## src/rtl/regfile_pkg.sv

```systemverilog
// Types and widths shared by the register file, the datapath and the writeback queue.
package regfile_pkg;

  localparam int REG_ADDR_W = 5;
  localparam int XLEN       = 32;

  // One pending register-file write.
  typedef struct packed {
    logic [REG_ADDR_W-1:0] addr;
    logic [XLEN-1:0]       data;
  } wb_entry_t;

endpackage

```

## src/rtl/wb_lookup.sv

```systemverilog
// Youngest-match search over the valid entries of the writeback queue.
// Entries are visited from the read pointer (oldest) towards the youngest,
// so the last match found is the youngest one.
module wb_lookup
  import regfile_pkg::*;
#(
  parameter  int DEPTH = 4,
  localparam int PTR_W = $clog2(DEPTH),
  localparam int CNT_W = PTR_W + 1
) (
  input  wb_entry_t              entries [DEPTH],
  input  logic [PTR_W-1:0]       rd_ptr,
  input  logic [CNT_W-1:0]       count,
  input  logic [REG_ADDR_W-1:0]  lookup_addr,
  output logic                   hit,
  output logic [XLEN-1:0]        data
);

  // Priority search; later (younger) matches overwrite earlier ones.
  always_comb begin
    // NOTE: every output gets a default before the loop so no latch is inferred.
    hit  = 1'b0;
    data = '0;
    for (int i = 0; i < DEPTH; i++) begin
      logic [PTR_W-1:0] idx;
      idx = rd_ptr + PTR_W'(i);
      if ((CNT_W'(i) < count) && (lookup_addr != '0) &&
          (entries[idx].addr == lookup_addr)) begin
        hit  = 1'b1;
        data = entries[idx].data;
      end
    end
  end

endmodule

```

## src/rtl/writeback_queue.sv

```systemverilog
// Writeback queue: buffers register-file writes and drains them in FIFO
// order, one per cycle, while exposing pending values to two read ports.
module writeback_queue
  import regfile_pkg::*;
#(
  parameter  int DEPTH = 4,
  localparam int PTR_W = $clog2(DEPTH),
  localparam int CNT_W = PTR_W + 1
) (
  input  logic                   clk,
  input  logic                   rst_n,
  input  logic                   in_valid,
  output logic                   in_ready,
  input  logic [REG_ADDR_W-1:0]  in_addr,
  input  logic [XLEN-1:0]        in_data,
  input  logic                   hold,
  output logic                   write_enable,
  output logic [REG_ADDR_W-1:0]  write_addr,
  output logic [XLEN-1:0]        write_data,
  input  logic [REG_ADDR_W-1:0]  lookup_addr1,
  input  logic [REG_ADDR_W-1:0]  lookup_addr2,
  output logic                   lookup_hit1,
  output logic                   lookup_hit2,
  output logic [XLEN-1:0]        lookup_data1,
  output logic [XLEN-1:0]        lookup_data2,
  output logic [CNT_W-1:0]       count,
  output logic                   empty
);

  wb_entry_t        entries_q [DEPTH];
  logic [PTR_W-1:0] rd_ptr_q, rd_ptr_d;
  logic [PTR_W-1:0] wr_ptr_q, wr_ptr_d;
  logic [CNT_W-1:0] count_q, count_d;
  logic             push, pop;

  // Handshake and drain strobes; rst_n gating keeps both quiet during reset.
  always_comb begin
    in_ready     = rst_n && (count_q < CNT_W'(DEPTH));
    write_enable = rst_n && (count_q != '0) && !hold;
    // Writes to x0 complete the handshake but are dropped.
    push         = in_valid && in_ready && (in_addr != '0);
    pop          = write_enable;
  end

  // Next-state for pointers and occupancy; pointers wrap naturally at DEPTH.
  always_comb begin
    rd_ptr_d = pop  ? rd_ptr_q + PTR_W'(1) : rd_ptr_q;
    wr_ptr_d = push ? wr_ptr_q + PTR_W'(1) : wr_ptr_q;
    unique case ({push, pop})
      2'b10:   count_d = count_q + CNT_W'(1);
      2'b01:   count_d = count_q - CNT_W'(1);
      default: count_d = count_q;
    endcase
  end

  // Control state register; reset discards all pending entries at once.
  always_ff @(posedge clk or negedge rst_n) begin
    if (!rst_n) begin
      rd_ptr_q <= '0;
      wr_ptr_q <= '0;
      count_q  <= '0;
    end else begin
      // NOTE: sequential state uses non-blocking assignments so every flop samples pre-edge values.
      rd_ptr_q <= rd_ptr_d;
      wr_ptr_q <= wr_ptr_d;
      count_q  <= count_d;
    end
  end

  // Entry storage, written at the tail on each accepted request.
  // NOTE: storage is not reset; count_q alone decides which entries are valid.
  always_ff @(posedge clk) begin
    if (push) begin
      entries_q[wr_ptr_q] <= '{addr: in_addr, data: in_data};
    end
  end

  // Head entry drives the register-file write port.
  always_comb begin
    write_addr = entries_q[rd_ptr_q].addr;
    write_data = entries_q[rd_ptr_q].data;
    count      = count_q;
    empty      = (count_q == '0);
  end

  wb_lookup #(.DEPTH(DEPTH)) u_lookup1 (
    .entries     (entries_q),
    .rd_ptr      (rd_ptr_q),
    .count       (count_q),
    .lookup_addr (lookup_addr1),
    .hit         (lookup_hit1),
    .data        (lookup_data1)
  );

  wb_lookup #(.DEPTH(DEPTH)) u_lookup2 (
    .entries     (entries_q),
    .rd_ptr      (rd_ptr_q),
    .count       (count_q),
    .lookup_addr (lookup_addr2),
    .hit         (lookup_hit2),
    .data        (lookup_data2)
  );

endmodule

```

## config.mk

```make
export PLATFORM = sky130hd
export DESIGN_NAME = writeback_queue
export DESIGN_NICKNAME = d
export VERILOG_FILES = /design/src/rtl/regfile_pkg.sv /design/src/rtl/wb_lookup.sv /design/src/rtl/writeback_queue.sv
export SDC_FILE = /design/constraint.sdc
export NUM_CORES = 1
export LEC_CHECK = 0
export ABC_AREA = 1
export BUFFER_PORTS_ARGS = -buffer_cell sky130_fd_sc_hd__buf_2
export CAP_MARGIN = 0
export CORE_ASPECT_RATIO = 1.75
export CORE_MARGIN = 1.5
export CORE_UTILIZATION = 50
export DETAILED_ROUTE_END_ITERATION = 10
export GPL_TIMING_DRIVEN = 0
export HOLD_SLACK_MARGIN = 0.1
export PLACE_DENSITY_LB_ADDON = 0.1
export SYNTH_ARGS = -nofsm -noshare
export SYNTH_HDL_FRONTEND = slang
export SYNTH_SLANG_ARGS = --single-unit
```

## constraint.sdc

```tcl
create_clock -name clk -period 3.18 [get_ports clk]
set_input_delay 0.159 -clock clk [delete_from_list [all_inputs] [get_ports clk]]
set_output_delay 0.159 -clock clk [all_outputs]
set_load 0.005 [all_outputs]
```

# Yosys cells after proc, flatten, opt, wreduce, memory -nomap -nowiden
# Index checks and enable logic that the tools add are counted.
[op_classes]
add_sub_neg = 6
n_lt_le_gt_ge = 11
n_eq_ne = 10
muxes = 32
n_bitwise = 5
reduce_logical = 29
[ops]
columns = ["operator", "n"]
rows = [
  ["$mux 37", 9],
  ["$bmux 37 s2", 4],
  ["$mux 32", 8],
  ["$bwmux 148", 1],
  ["$demux 37 s2", 1],
  ["$eq 5x5->1", 8],
  ["$logic_and 1x1->1", 22],
  ["$ge 3x3->1 const B", 5],
  ["$not 2->3", 5],
  ["$reduce_bool 5->1", 3],
  ["$mux 1", 8],
  ["$lt 1x3->1 const A", 2],
  ["$lt 2x3->1 const A", 2],
  ["$pmux 3 s2", 1],
  ["$add 2x1->2 const B", 2],
  ["$add 2x2->2 const B", 2],
  ["$add 3x1->3 const B", 1],
  ["$logic_not 3->1", 1],
  ["$lt 3x1->1 const B", 1],
  ["$lt 3x3->1 const B", 1],
  ["$reduce_bool 3->1", 1],
  ["$sub 3x1->3 const B", 1],
  ["$eq 2x1->1 const B", 1],
  ["$eq 2x2->1 const B", 1],
  ["other kinds (2)", 2],
]
[word_totals]
regBits = 155
in_bits = 51
out_inout_bits = 109

# Logic depth before layout (Yosys ltp)
# Gate-level depths: netlist of the first run.
[logic_depth]
ltp_word = 10
depth_mapped = 16
mapped_depth_nobuf = 14

# By module
# From an unflattened synthesis of the first run, not the netlist that was laid out.
[hier_totals]
hier_cells = 2503
hier_area_um2 = 16295.6
[modules_own_cells]
columns = ["mod", "instances", "cells_each", "area_per_inst_um2", "seq_area_each_um2"]
rows = [
  ["wb_lookup", 2, 1039, 5001.0, 0.0],
  ["writeback_queue", 1, 425, 6293.5, 4619.4],
]

# Worst setup path before layout of the first run
# Ideal clock, no wire load.
[synth_timing]
path_type = "reg2reg"
startpoint = "reg count_q[2], in the netlist count[2]"
endpoint = "reg entries_q[0] in the netlist's numbering (enable)"
arrival_ns = 2.457
required_ns = 2.749
path_slack_ns = 0.292
path_stages_with_launch = 4
path_cell_list = "dfrtp_1 > nor2_1 > o311ai_2 > nor2_1"
[synth_via]
elab_chain_len = 4
[synth_rtl]
columns = ["item", "line", "source"]
rows = [
  ["start: declaration", "writeback_queue.sv:33", "logic [CNT_W-1:0] count_q, count_d;"],
  ["start signal: assignment", "writeback_queue.sv:66", "count_q <= count_d;"],
  ["$lt 3x3->1", "writeback_queue.sv:38", "in_ready = rst_n && (count_q < CNT_W'(DEPTH));"],
  ["$logic_and 1x1->1", "writeback_queue.sv:38", ""],
  ["via in_ready", "writeback_queue.sv:13", "output logic in_ready,"],
  ["$logic_and 1x1->1 (2 in a row)", "writeback_queue.sv:41", "push = in_valid && in_ready && (in_addr != '0);"],
  ["end signal: indexed assignment", "writeback_queue.sv:74", "entries_q[wr_ptr_q] <= '{addr: in_addr, data: in_data};"],
  ["end: declaration", "writeback_queue.sv:30", "wb_entry_t entries_q [DEPTH];"],
]
# The timed path passes the listed nets, and every way through them passes these cells.
# A chain may end at the register's enable or synchronous reset.

# Worst setup path after layout of the first run
[layout_timing]
startpoint = "reg rd_ptr_q[1]"
endpoint = "out lookup_data2[22]"
[layout_via]
elab_chain_len = 10
elab_cells_between_ends = 31
cone_classes = "add/sub (3); eq/ne (4); mux (16); bitwise (4); reduce/logical (4)"
[layout_rtl]
columns = ["item", "line", "source"]
rows = [
  ["start: declaration", "writeback_queue.sv:31", "logic [PTR_W-1:0] rd_ptr_q, rd_ptr_d;"],
  ["start signal: assignment", "writeback_queue.sv:64", "rd_ptr_q <= rd_ptr_d;"],
  ["$add 2x1->2 or $not 2->3 (tied branches)", "wb_lookup.sv:26, wb_lookup.sv:28, wb_lookup.sv:30", ""],
  ["$not 2->3 (not written as such) or $bmux 37 s2 (tied branches)", "wb_lookup.sv:28, wb_lookup.sv:30", ""],
  ["$bmux 37 s2 or $mux 37 (tied branches)", "wb_lookup.sv:28, wb_lookup.sv:30", ""],
  ["$mux 37 (not written as such)", "wb_lookup.sv:30", "data = entries[idx].data;"],
  ["$mux 37 (not written as such) or $eq 5x5->1 (tied branches)", "wb_lookup.sv:28", "(entries[idx].addr == lookup_addr)) begin"],
  ["$eq 5x5->1 or $logic_and 1x1->1 (tied branches)", "wb_lookup.sv:28, wb_lookup.sv:27", ""],
  ["$logic_and 1x1->1 or $mux 32 (tied branches)", "wb_lookup.sv:27", "if ((CNT_W'(i) < count) && (lookup_addr != '0) &&"],
  ["$mux 32 (2 in a row)", "wb_lookup.sv:27", ""],
  ["$mux 32 (*)", "wb_lookup.sv:27", ""],
  ["end: declaration", "writeback_queue.sv:25", "output logic [XLEN-1:0] lookup_data2,"],
]
# Mark *: on every way between the ends. The rest lies on a longest branch, timed or not. The select of a mux whose other input is x is not followed.

==> results of run 1 <==
metrics by stage:
step	utilization, %	total power (W)	worst slack [ns]
floorplan	-	0.008410	0.2917
CTS	60.47	0.01409	0.01326
global route	61.74	0.01566	-0.01004
finish	61.74	0.01487	0.06806
detailed placement	56.15	0.01191	0.3006
global placement	55.69	0.01179	-1.565
cell usage after synthesis (all sizes together):
master  count  area share, %
clkbuf     25           0.77
nand3     129            5.5
buf        98            4.5
nand2     657             20
edfxtp    148             37
nor2b       1          0.052
a21oi       7           0.35
nand4      67            3.5
o21ai     271             11
nor3        1          0.041
or3         1          0.052
o311ai      1           0.13
or2         4           0.21
o21a        1          0.062
ha          9           0.93
xor2        7           0.50
xnor2       2           0.14
mux2i       1          0.082
and3        1          0.052
inv       198            6.1
dfrtp       7            1.4
nor2      235            7.4
flip-flops by register name, indices dropped and copies added (netlist names):
signal     count
count          3
rd_ptr_q       2
entries_q    148
wr_ptr_q       2
area by class of cell:
type | instances | area share, %
buffer | 121 | 5.268
clock buffer | 23 | 3.455
clock inverter | 9 | 0.4827
inverter | 198 | 5.047
multi-input combinational | 1395 | 42.53
sequential | 155 | 31.28
tap | 308 | 2.608
timing repair buffer | 215 | 9.333
report_power, final:
part	switching (W)	internal (W)
Combinational	0.00719	0.00307
Sequential	0.000117	0.00245
Clock	0.000906	0.00114
Total	0.00821	0.00666
worst min-delay path by stage:
stage	end	slack [ns]	start
floorplan	count[0]$_DFFE_PN0P_	-0.14	rst_n
global placement	wr_ptr_q[1]$_DFFE_PN0P_	0.004	rst_n
detailed placement	wr_ptr_q[1]$_DFFE_PN0P_	0.003	rst_n
CTS	wr_ptr_q[0]$_DFFE_PN0P_	0.24	in_valid
global route	wr_ptr_q[0]$_DFFE_PN0P_	0.26	in_valid
finish	wr_ptr_q[0]$_DFFE_PN0P_	0.24	in_valid
routing by layer:
metal	global-route usage [%]	share of wire [%]	wire length [µm]	vias to the layer above
met1	40.96	35	16600	6414
li1	-	-	-	6506
met2	64.62	49	23670	954
met3	6.496	9.0	4326	254
met5	0	0	0	-
met4	26.49	6.8	3242	0
what timing repair did:
action | CTS | global route
setup endpoints to repair | 62 | 66
hold buffers | 40 | 0
gates cloned | 0 | 0
gates resized for setup | 14 | 95
setup buffers | 0 | 12
pin swaps | 0 | 5
hold endpoints to repair | 157 | 0
worst reg2reg max path, delay by kind of cell (launching register included):
family | cells | cell delay [ns]
AND/OR/NAND/NOR | 2 | 0.97
AO/OA/AOI/OAI | 1 | 0.38
buffers and inverters | 1 | 0.29
flip-flops | 1 | 0.47
kinds of logic after synthesis:
logic type / share of synthesized area, %
buf+inv: 11.41
xor+xnor: 0.6491
flops: 38.03
mux: 0.08242
fa+ha+maj: 0.9272
simple gates: 37.09
compound gates: 11.81
placed cells by master, fill, tap and decap left out, types with 15 or more instances in the layout:
cell type                       netlist  final
sky130_fd_sc_hd__buf_6                7     15
sky130_fd_sc_hd__buf_2               64    189
sky130_fd_sc_hd__clkbuf_16            0     19
sky130_fd_sc_hd__nand4_1             67     67
sky130_fd_sc_hd__dlygate4sd3_1        0     40
sky130_fd_sc_hd__nand2_1            656    654
sky130_fd_sc_hd__nor2_1             227    221
sky130_fd_sc_hd__clkbuf_1            25     18
sky130_fd_sc_hd__inv_1              194    194
sky130_fd_sc_hd__nand3_1            125    124
sky130_fd_sc_hd__buf_4               13     33
sky130_fd_sc_hd__o21ai_1             82     78
sky130_fd_sc_hd__edfxtp_1           148    148
sky130_fd_sc_hd__o21ai_0            186    185
sky130_fd_sc_hd__clkbuf_4             0     18
==> summary.md, run 1 <==
The hold violation count in the final report is 0. The tools report the source of the worst register-to-register timing path as count[2]$_DFFE_PN0P_. TritonCTS built the clock tree. The count of inserted antenna diode cells is 0. The total area of multi-input combinational cells is 6284 µm², and the cell depth of the worst setup path is 15.

During placement, the flow inserted port buffers numbering 159. STA classifies the critical path startpoint as a register. The worst path needs 3.112 ns of the cycle, external delays included. For the pin with the worst max-slew slack, the measured transition is 1.134 ns. The number of buffers and inverters on the critical path is 4. The die is 209.2 µm tall. The logs give 160 for the I/O pin total and 0 for the detailed-route DRC error count. The congestion estimate from routability-driven global placement came to 0.9722. Including well taps, the total number of placed cells is 2342. The first-pass GRT wire length is 70.88 mm, and the instance area after placement is 13440 µm². After filler insertion, the fill cell instance count of the layout stands at 2325. The total clock sinks was 155. Global routing used 37.43% of the available tracks.

Power spread over the standard cell area amounts to 1006 nW/µm². The total of flip-flops plus latches after synthesis is 155, and the initial standard-cell utilization of the core is 50.76%. After floorplanning, the core was divided into 75 placement rows. The post-route standard cell area excluding fillers was 14770 µm². After layout, the worst path uses 97.86% of the clock period. In this run the static leakage power is 7.226 nW.

The routed design has 47.85 mm of wire. Summing every instance area after synthesis gives 12150 µm². The run gives 25270 µm² as the area enclosed by the die boundary. The tools report the number of antenna violations at the first check in global routing as 0.

In this run the tightest slew margin relative to its limit is 24.25%. For this block, the initial DRC count from the detailed router was 1466. Yosys mapped the design onto 33 distinct sky130hd cell types. The clock transition time at the flip-flop clock pins of the worst setup and hold paths was 0.07 ns.

The number of max-slew violations in the final report was 0. The capturing point of the worst reg2reg path was entries_q[82]$_DFFE_PP_. Broken down by cell family, the worst path's largest delay share belongs to simple AND/OR/NAND/NOR gates. After the last flow step, the layout net total stands at 2163. The TritonCTS buffer count is 17, and the die boundary width is 120.8 µm.

The register cell area after layout was 4621 µm². The count of nets left with antenna violations once routing finished came out at 0. Setup violations remaining at the end of the flow were counted as 0.

Static timing analysis puts the maximum clock frequency at 321.3 MHz. Setup TNS: 0 ns. The run finished with clean final reports. The share of cells above drive strength 1 was 16.16%.

Detailed placement ended at an HPWL of 33.75 mm. The slowest stage of the critical path is the sky130_fd_sc_hd__dfrtp_2 cell. From synthesis to final layout, the design area changed by 21.64%.

The run gives 612.8 µV as the worst ir drop on vdd. The cell count after synthesis came out at 1871. The tools report the setup clock skew after layout as 0.01016 ns. Using the TritonRoute via totals, the vias-per-cell ratio works out to 5.828. The post-layout instance count excluding filler cells is 2424, and the clock latency on the worst-skew pair is 0.48 ns. The worst-case reg-to-reg path depth is 4, and the number of synthesis warnings is 0. The clock passes through at most 2 buffers.

Worst setup path category: reg -> out. For the worst setup path, the data arrival time is 2.95 ns. For the core area, the log shows 23930 µm². The tool flagged a number of max-cap violations equal to 0. The tools report the via count of the first global-routing pass as 13220.

The pin count of the biggest net entering global routing came out at 22. The average footprint of a synthesized cell is 6.491 µm². The worst hold path passes through 3 cells. The largest single stage delay on the critical path is 0.45 ns. The tightest min-delay check is of the in -> reg type. The capture point of the critical path is lookup_data2[22]. The worst setup path is captured at an output port.

Global routing finished with a remaining overflow of 0. The tools report the H-tree level count as 4. The root buffer selected by CTS was sky130_fd_sc_hd__clkbuf_16. The detailed router placed 14130 vias in this run. The most numerous cell type found on the critical path is sky130_fd_sc_hd__nand2_1. The critical path goes through inv_4 -> nand2_1 -> nand2_4 -> buf_8 -> nand3_1 -> nand3_1 -> nand2_1 -> nor2_4 -> nand3_4 -> buf_4 -> nand2_1 -> nand3_1 -> nand2_1 -> nand2_1 -> buf_2. The launch point of the critical path was rd_ptr_q[1]$_DFFE_PN0P_. Data on the critical path is required at its endpoint by 3.02 ns. Hold timing on the final database bottoms out at a slack of 0.2438 ns. Summing the sequential cell areas from Yosys gives 38.03% of the chip area.

Worst-path maximum fanout: 10. The tools report the post-synth net total as 1931. In the final routed layout, each cell accounts on average for 19.74 µm. Setup slack on the worst reg-to-reg path comes out at 0.75 ns.

The first-pass iteration count of the detailed router was 6.
Power figures use the tool's default switching activity.
==> run 2, diff against run 1 <==
Settings changed: CORE_UTILIZATION 50 to 45.
==> run 2 against run 1 <==
  * Critical path depth decreased by 1
  * Sequential power about the same
  * Sequential share of layout area increased by 0.054 points
  * Design area decreased by 0.14%
  * Combinational power about the same
  * Die area increased by 11%
  * Largest power group unchanged
  * Global-route usage decreased by 2.4 points
==> summary.md, run 2 (synthesis results as in run 1) <==
The run finished with clean final reports. The port buffer count works out to 159 (unchanged). The die boundary width was 127.2 µm (+5.3%). The global router's overall resource usage came out at 35.07% (-2.4 points). The flip-flop count of the largest register after layout is 148 (unchanged), and the hold violation count in the final report is 0 (unchanged). The share of cells above drive strength 1 was 16.13% (-0.032 points); the number of placed instances with taps included was 2358 (+0.68%). The number of nets still failing antenna checks after routing is 0 (unchanged). The tools report the critical path endpoint category as an output port. The number of buffers on the longest clock path is 2 (unchanged). The run gives 2161 (-0.092%) as the final net count. The logs give 2620 (+13%) for the number of fill cells and 160 (unchanged) for the I/O pin total. Via count: 14040 (-0.59%).

The worst-path maximum fanout came out at 10 (unchanged). The half-perimeter wire length of the detailed placement result came out at 34.83 mm (+3.2%). The core area was 26590 µm² (+11%). The number of antenna violations at the first check in global routing was 0 (unchanged); the starting DRC count in detailed routing was 1541 (+5.1%).

Placer's final routability congestion estimate: 0.9566 (-1.6%). The run gives 0 (unchanged) as the count of inserted antenna diode cells. Root buffer selected by CTS: sky130_fd_sc_hd__clkbuf_16.

The run gives 13150 (-0.57%) as the via count of the first global-routing pass. The via density per instance was 5.760 (-1.2%); the worst ir drop on vdd was 615.9 µV (+0.51%). entries_q holds more flip-flops than any other register.

The run gives 7.181 nW (-0.62%) as the leakage power summed over all cells. The TritonCTS buffer count came out at 17 (unchanged). The final critical delay including setup and external delays is 3.102 ns (-0.01028 ns), and the share of the cycle needed by the critical path after routing is 97.54% (-0.32 points).

The total power of the final layout is 0.01491 W (+0.30%). The number of max-slew violations in the final report was 0 (unchanged); the total clock sinks was 155 (unchanged). The required arrival time at the worst endpoint came out at 3.02 ns (about the same).

The first-pass GRT wire length is 72.83 mm (+2.8%). Setup repair after global routing could not meet its margin everywhere. The fmax is 322.4 MHz (+0.33%), and the post-route standard cell area excluding fillers is 14750 µm² (-0.14%).

The final number of setup-violating endpoints came out at 0 (unchanged). The detailed-route DRC error count is 0 (unchanged), and the setup clock skew after layout is 0.008023 ns (-0.002132 ns). For the H-tree level count, the log shows 4 (unchanged). The average routed wire per standard cell is 20.21 µm (+2.4%).

The path class of the tightest hold or removal check is in -> reg. The routed wire length was 49.28 mm (+3.0%). The tools report the instance area after placement as 13460 µm² (+0.15%).

The critical path in this run is classified as reg -> out. Relative to the synthesized area, the layout overhead comes to 21.47%. The category of the worst setup path launch point was a register.

The height of the chip is 220.3 µm (+5.3%). The clock transition time at the flip-flop clock pins of the worst setup and hold paths was 0.06 ns (about the same). For the initial standard-cell utilization of the core, the log shows 45.68% (-5.1 points). The transition at the pin with the smallest max-transition slack came out at 1.226 ns (+0.09145 ns).

The logs give 0 (unchanged) for the total congestion overflow and 18.14% (-6.1 points) for the remaining max-slew budget at the tightest pin. The tools report the post-layout instance count excluding filler cells as 2438 (+0.58%). In the layout the commonest cells are sky130_fd_sc_hd__nand2_1, sky130_fd_sc_hd__nor2_1, sky130_fd_sc_hd__buf_2, sky130_fd_sc_hd__inv_1, sky130_fd_sc_hd__o21ai_0.

TritonCTS built the clock tree. The first-pass iteration count of the detailed router was 9 (+3); the power per cell area was 1011 nW/µm² (+0.45%). The pin count of the biggest net entering global routing was 23 (+4.5%); the max-capacitance violation count was 0 (unchanged).

For the number of cell rows, the log shows 79 (+5.3%). The clock latency on the worst-skew pair is 0.47 ns (about the same). The area enclosed by the die boundary was 28020 µm² (+11%).

The arrival time of the worst setup path was 2.94 ns (about the same). Leaving out fill and tap cells, the most frequent cell in the layout is sky130_fd_sc_hd__nand2_1.
==> run 2: cell count changes in the layout (fill, tap and decap cells not counted), sizes merged <==
cell,delta
clkbuf,-5
inv,-1
clkinvlp,+4
bufinv,+2
clkinv,-2
==> run 2: area by class of cell <==
type	instances	area, µm²	area share, %
Buffer	122	750.7	5.089
Sequential cell	155	4622	31.33
Clock inverter	12	138.9	0.9414
Timing Repair Buffer	212	1369	9.278
Tap cell	324	405.4	2.748
Multi-Input combinational cell	1395	6275	42.53
Clock buffer	20	446.7	3.028
Inverter	198	745.7	5.055
==> run 2: final timing paths <==
| check | start | endpoint | slack, ns | depth (start not counted) |
|---|---|---|---|---|
| worst max register to register | count[2]$_DFFE_PN0P_ | entries_q[81]$_DFFE_PP_ | 0.60 | 4 |
| worst max-delay path | rd_ptr_q[1]$_DFFE_PN0P_ | lookup_data1[0] | 0.08 | 14 |
| worst min-delay path | in_valid | wr_ptr_q[0]$_DFFE_PN0P_ | 0.28 | 3 |
| min in group asynchronous | rst_n | count[0]$_DFFE_PN0P_ | 0.73 | 3 |
| worst min register to register | count[0]$_DFFE_PN0P_ | count[0]$_DFFE_PN0P_ | 0.57 | 1 |
| max in group asynchronous | rst_n | rd_ptr_q[0]$_DFFE_PN0P_ | 2.17 | 3 |
==> run 2: worst max-delay path: stages (launching register included) <==
cell	delay [ns]
sky130_fd_sc_hd__dfrtp_2	0.45
sky130_fd_sc_hd__inv_4	0.13
sky130_fd_sc_hd__nand2_1	0.10
sky130_fd_sc_hd__nand2_4	0.13
sky130_fd_sc_hd__buf_6	0.19
sky130_fd_sc_hd__nand3_1	0.10
sky130_fd_sc_hd__nand3_1	0.14
sky130_fd_sc_hd__nand2_1	0.11
sky130_fd_sc_hd__nor2_4	0.25
sky130_fd_sc_hd__buf_2	0.30
sky130_fd_sc_hd__nand4_1	0.16
sky130_fd_sc_hd__nand3_1	0.11
sky130_fd_sc_hd__nand2_1	0.06
sky130_fd_sc_hd__nand2_1	0.11
sky130_fd_sc_hd__buf_2	0.13
==> run 2: metal layers <==
metal	up-vias	part of all wire, %	GRT usage (%)
met1	6425	35	38.34
met3	236	8.2	6.770
met5	-	0	0
li1	6504	-	-
met2	879	50	60.62
met4	0	6.7	25.42
==> run 2: what timing repair did <==
item / 4_1_cts / 5_1_grt
resized for setup: 20 / 63
cloned: 0 / 0
setup endpoints to repair: 63 / 66
buffers inserted: 2 / 7
pin swaps: 1 / 3
hold buffers: 40 / 0
hold endpoints to repair: 157 / 0
==> run 2: stage by stage <==
step | setup TNS, ns | util, % | hold slack, ns | worst slack (ns)
after global routing | -0.1490 | 55.48 | 0.2996 | -0.02707
after CTS | -0.1618 | 54.61 | 0.2694 | -0.03234
after detailed placement | 0 | 50.61 | 0.01826 | 0.2807
after global placement | -254.79 | 50.20 | 0.01536 | -1.760
final | 0 | 55.48 | 0.2807 | 0.07833
after floorplan | 0 | - | -0.1366 | 0.2917
==> run 2: power by group <==
group          internal, W  total [W]  leakage, nW  switching, W
clock              0.00118    0.00208        0.274      0.000899
sequential         0.00245    0.00256         1.42      0.000115
combinational      0.00303     0.0103         5.49       0.00723
